File: src/rtl/inbus_read_arbiter.sv
// ---------------------------------------------------------------------------
// inbus_read_arbiter
//   Shares the 8-bit input bus among NUM_REQ read requesters. A round-robin
//   arbiter picks one requester in IDLE, the FSM issues a single bus read
//   (ISSUE), captures the OR-combined peripheral reply (CAPTURE) and returns
//   it with a one-cycle one-hot ack (DONE). Only one read is ever in flight.
//
// Ports
//   clk         system clock, all logic on the rising edge
//   reset       synchronous, active-high
//   req         per-requester read request level
//   req_addr    requester i address in bits [8i+7:8i]
//   ack         one-cycle completion pulse, one-hot
//   rd_data     read data, valid while ack != 0, zero otherwise
//   busy        high in every state except IDLE
//   INBUS_ADDR  bus address, 0 when not issuing
//   INBUS_RE    bus read strobe
//   INBUS_DATA  OR of peripheral replies, one cycle after INBUS_RE
// ---------------------------------------------------------------------------
module inbus_read_arbiter #(
   parameter int NUM_REQ    = 2,
   parameter int DATA_WIDTH = 8
) (
   input  logic                    clk,
   input  logic                    reset,
   input  logic [NUM_REQ-1:0]      req,
   input  logic [8*NUM_REQ-1:0]    req_addr,
   output logic [NUM_REQ-1:0]      ack,
   output logic [DATA_WIDTH-1:0]   rd_data,
   output logic                    busy,
   output logic [7:0]              INBUS_ADDR,
   output logic                    INBUS_RE,
   input  logic [DATA_WIDTH-1:0]   INBUS_DATA
);

   localparam int IDXW = (NUM_REQ > 1) ? $clog2(NUM_REQ) : 1;

   typedef enum logic [1:0] {
      IDLE    = 2'd0,
      ISSUE   = 2'd1,
      CAPTURE = 2'd2,
      DONE    = 2'd3
   } state_t;

   state_t                  state_reg, state_next;
   logic [IDXW-1:0]         rr_reg, rr_next;
   logic [IDXW-1:0]         gnt_reg, gnt_next;
   logic [NUM_REQ-1:0]      ack_reg, ack_next;
   logic [DATA_WIDTH-1:0]   rd_data_reg, rd_data_next;
   logic                    busy_reg, busy_next;
   logic [7:0]              bus_addr_reg, bus_addr_next;
   logic                    bus_re_reg, bus_re_next;

   // Requests rotated so that slot 0 is the requester at the rr pointer;
   // the lowest asserted slot is the round-robin winner.
   logic [IDXW-1:0]         cand_idx [NUM_REQ];
   logic [NUM_REQ-1:0]      cand_req;
   logic [7:0]              addr_arr [NUM_REQ];
   logic                    grant_found;
   logic [IDXW-1:0]         grant_idx;

   genvar gi;
   generate
      for (gi = 0; gi < NUM_REQ; gi++) begin : g_cand
         logic [IDXW:0] sum;
         logic [IDXW:0] wrapped;
         assign sum          = {1'b0, rr_reg} + (IDXW+1)'(gi);
         assign wrapped      = (sum >= (IDXW+1)'(NUM_REQ)) ? sum - (IDXW+1)'(NUM_REQ) : sum;
         assign cand_idx[gi] = wrapped[IDXW-1:0];
         assign cand_req[gi] = req[cand_idx[gi]];
         assign addr_arr[gi] = req_addr[8*gi +: 8];
      end
   endgenerate

   always_comb begin
      grant_found = |cand_req;
      grant_idx   = '0;
      // Scan from the far end so the nearest slot to the pointer wins.
      for (int k = NUM_REQ - 1; k >= 0; k--) begin
         if (cand_req[k]) begin
            grant_idx = cand_idx[k];
         end
      end
   end

   always_ff @(posedge clk) begin
      if (reset) begin
         state_reg    <= IDLE;
         rr_reg       <= '0;
         gnt_reg      <= '0;
         ack_reg      <= '0;
         rd_data_reg  <= '0;
         busy_reg     <= 1'b0;
         bus_addr_reg <= 8'h00;
         bus_re_reg   <= 1'b0;
      end else begin
         state_reg    <= state_next;
         rr_reg       <= rr_next;
         gnt_reg      <= gnt_next;
         ack_reg      <= ack_next;
         rd_data_reg  <= rd_data_next;
         busy_reg     <= busy_next;
         bus_addr_reg <= bus_addr_next;
         bus_re_reg   <= bus_re_next;
      end
   end

   // Every output is registered, so the values computed here appear during
   // the state being entered: RE/ADDR are set while leaving IDLE and are
   // visible in ISSUE; ack/rd_data are set while leaving CAPTURE and are
   // visible in DONE.
   always_comb begin
      state_next    = state_reg;
      rr_next       = rr_reg;
      gnt_next      = gnt_reg;
      ack_next      = '0;
      rd_data_next  = '0;
      busy_next     = 1'b0;
      bus_addr_next = 8'h00;
      bus_re_next   = 1'b0;
      case (state_reg)
         IDLE: begin
            if (grant_found) begin
               state_next    = ISSUE;
               gnt_next      = grant_idx;
               busy_next     = 1'b1;
               bus_re_next   = 1'b1;
               bus_addr_next = addr_arr[grant_idx];
            end
         end
         ISSUE: begin
            state_next = CAPTURE;
            busy_next  = 1'b1;
         end
         CAPTURE: begin
            state_next         = DONE;
            busy_next          = 1'b1;
            rd_data_next       = INBUS_DATA;
            ack_next[gnt_reg]  = 1'b1;
         end
         DONE: begin
            state_next = IDLE;
            if (gnt_reg == IDXW'(NUM_REQ - 1)) begin
               rr_next = '0;
            end else begin
               rr_next = gnt_reg + IDXW'(1);
            end
         end
         default: begin
            state_next = IDLE;
         end
      endcase
   end

   assign ack        = ack_reg;
   assign rd_data    = rd_data_reg;
   assign busy       = busy_reg;
   assign INBUS_ADDR = bus_addr_reg;
   assign INBUS_RE   = bus_re_reg;

endmodule

File: config.mk
export PLATFORM = sky130hd
export DESIGN_NAME = inbus_read_arbiter
export DESIGN_NICKNAME = d
export VERILOG_FILES = /design/src/rtl/inbus_read_arbiter.sv
export SDC_FILE = /design/constraint.sdc
export NUM_CORES = 1
export LEC_CHECK = 0
export ABC_AREA = 1
export CAP_MARGIN = 20
export CORE_ASPECT_RATIO = 0.6
export CORE_MARGIN = 8
export CORE_UTILIZATION = 40
export CTS_BUF_LIST = sky130_fd_sc_hd__clkbuf_2
export DETAILED_ROUTE_END_ITERATION = 16
export HOLD_SLACK_MARGIN = 0.15
export PLACE_DENSITY = 0.78
export SYNTH_ARGS = -nofsm -noshare
export SYNTH_HDL_FRONTEND = slang
export SYNTH_SLANG_ARGS = --single-unit
File: constraint.sdc
create_clock -name clk -period 1.3 [get_ports clk]
set_input_delay 0.195 -clock clk [delete_from_list [all_inputs] [get_ports clk]]
set_output_delay 0.195 -clock clk [all_outputs]
set_load 0.03 [all_outputs]
==> flow_metrics.tcl <==
set metrics [dict create \
    grt_start_max_net_pins 15 \
    root_buffer "clkbuf_2" \
    cellPowerDensity_mw_per_mm2 1589 \
    pin_count 48 \
    pwr-share-clk 0.216 \
    path_clk_slew_ps 220 \
    cp-startpoint "state_reg[0]" \
    fmax_ghz 0.8079 \
    max_stage_delay_ps 430 \
    end_kind "flip-flop" \
    critPathLaunchType "flip-flop" \
    multi_input_area_um2 402.9 \
    slowest_stage "dfxtp_1" \
    hold_violations 0 \
    worstSetupEndpoint "state_reg[0]" \
    postCtsSetupBuffers 0 \
    drc 0 \
    p_leak_uw 0.0006728 \
    synth.net_count 143 \
    finalNetCount 199 \
    reg2reg_from "state_reg[0]" \
    synth_top_family_by_area "simple AND/OR/NAND/NOR gates" \
    cts_tree "done" \
    path_cells "inv_2 -> ha_1 -> or2_2 -> nor2_1 -> nor2_1" \
    initial_utilization 0.4228 \
    critical_path_depth 5 \
    mostFrequentLayoutCell "nor2_1" \
    io_buffers 47 \
    die_area_mm2 0.004123 \
    seq_area_um2 481.7 \
    p_comb_frac 0.374 \
    critPathMaxFanout 4 \
    crit_type "reg -> reg" \
    detail_route.wl_per_cell_um 12.68 \
    ant_nets 0 \
    swShare 0.3512 \
    timing.final.ws_setup_ps 62.27 \
    core_area_mm2 0.002163 \
    clock_sinks 24 \
    hold_slack_ps 347.3 \
    finalMaxSlewViolations 0 \
    row_count 13 \
    crit_buf_inv 1 \
    grt_use_total 0.1182 \
    routed_wl_um 2473 \
    ys_seq_area_frac 0.5253 \
    antenna_cells 0 \
    fin_tns_setup_ps 0 \
    htree_num_levels 1 \
    outcome "finished, final reports clean" \
    fillers 192 \
    netlist.area_leader.share 0.5253 \
    ys_ff_latch 24 \
    slew_headroom 0.7761 \
    peakVddDrop_mv 0.9092 \
    fin_worst_skew_ps 1.206 \
    chipHeight_um 53.04 \
    finalPower_uw 2256 \
    grt_pass1_wl_um 3857 \
    ff2ff_path_depth 5 \
    synth_simple_gate_area_share 0.3037 \
    seqPwrFrac 0.410 \
    rsz0062_at_grt "no" \
    num_vias 861 \
    cp.arrival_ps 1510 \
    fin_crit_ps 1238 \
    rrSetupSlack_ps 60 \
    cp.required_ps 1570 \
    ctsLongestPathBuffers 2 \
    internal_power_uw 1464 \
    syn_area_per_cell_um2 8.315 \
    timing.final.crit_share 0.9521 \
    synthToLayoutAreaGrowth_pct 55.27 \
    grt_pass1_vias 828 \
    cts_made_buffers 3 \
    tightest_slew_ps 335.5 \
    hold_depth 3 \
    synth_xor_area_frac 0 \
    r2r_end "state_reg[0]" \
    critPathTopFamily "flip-flops" \
    grt_antenna_before_repair 0 \
    p_switching_uw 792.3 \
    post-place-ws_ps -64.75 \
    dp_hpwl_um 1971 \
    setup_violations 0 \
    drv_cap 0 \
    synth-compound-area-share 0.03967 \
    synthMuxAreaShare 0 \
    critPathMostFrequentCell "nor2_1" \
    synthTopCellsByArea "dfxtp_1 (53%), nor2_1 (12%), ha_1 (6.8%), nand3b_1 (6.6%), inv_1 (5.7%)" \
    stdcell_count 195 \
    synth_fa_ha_area_frac 0.06840 \
    grt.overflow.total 0 \
    layout_common_cells "nor2_1 (30), clkdlybuf4s50_1 (27), dfxtp_1 (23), clkbuf_2 (23)" \
    gp_congestion 0.7495 \
    die_x_um 77.73 \
    netlist_area_um2 914.6 \
    clkLatencyLatePin_ps 330 \
    synth_cell_type_count 15 \
    min_path_type "in -> reg" \
    synth_top_area_cell "dfxtp_1" \
    vias_per_cell 4.415 \
    syn_inst 110 \
    firstDrtPassIters 4 \
    drive_gt1_frac 0.2303 \
    placedCellCount 190 \
    drt_iter0_drc 34 \
    yosys_warnings 0 \
]
==> routing by layer <==
layer | track usage | wire [um] | up-vias
met1 | 0.1193 | 1086 | 384
met2 | 0.2179 | 1216 | 28
met3 | 0.05405 | 161 | 2
met4 | 0.03727 | 9 | 0
li1 | - | - | 447
met5 | 0 | 0 | -
==> layout make-up <==
type | instances | share of cell area
Inverter | 14 | 0.03700
Tap cell | 30 | 0.02643
Clock buffer | 3 | 0.01057
Multi-Input combinational cell | 72 | 0.2837
Sequential cell | 24 | 0.3392
Clock inverter | 1 | 0.02115
Timing Repair Buffer | 51 | 0.2819
==> cells in the mapped netlist <==
cell,instances
nor2_2,1
nor3b_1,1
buf_2,1
nand2_1,14
nand3_1,3
nor2_1,30
a21oi_1,3
o21ai_0,2
a21boi_2,1
dfxtp_1,24
nor2_4,1
nand3b_1,8
or2_2,2
ha_1,5
inv_1,14
==> power by group through the flow <==
stage                     clock (uW)  combinational (uW)  sequential, uW
final                            486                 844             926
after detailed placement           0                 867             940
after CTS                        496                 822             921
after global placement             0                 843             931
after floorplan                    0                 318            1120
after global routing             532                 936             939
==> worst reg2reg max path: stages, from the launching register on <==
cell	delay, ps
dfxtp_1	430
inv_2	90
ha_1	220
or2_2	290
nor2_1	100
nor2_1	40
==> kinds of logic (layout without fill, tap and decap cells) <==
kind of cell	Yosys count	count (layout)
flops	24	24
buf+inv	15	69
compound gates	6	6
simple gates	60	61
fa+ha+maj	5	5
==> worst min path at each step <==
stage,start,end,slack (ps)
after CTS,INBUS_DATA[6],rd_data[6],330
after detailed placement,gnt_reg,ack[0],470
after global routing,INBUS_DATA[6],rd_data[6],300
after global placement,gnt_reg,ack[0],440
final,INBUS_DATA[6],rd_data[6],350
after floorplan,reset,gnt_reg,260
==> through the flow <==
step,util,instance area [um^2]
floorplan,-,914.6
global placement,0.6692,1448
detailed placement,0.6692,1448
CTS,0.6854,1483
global route,0.6564,1420
finish,0.6564,1420
==> what timing repair did <==
item | 4_1_cts | 5_1_grt
setup endpoints to repair | 26 | 30
endpoints found under the hold margin | 0 | 0
cloned | 0 | 1
gates resized for setup | 31 | 35
hold buffers | 0 | 0
pin swaps | 0 | 1
No activity file was read; power rests on OpenSTA's default activity.
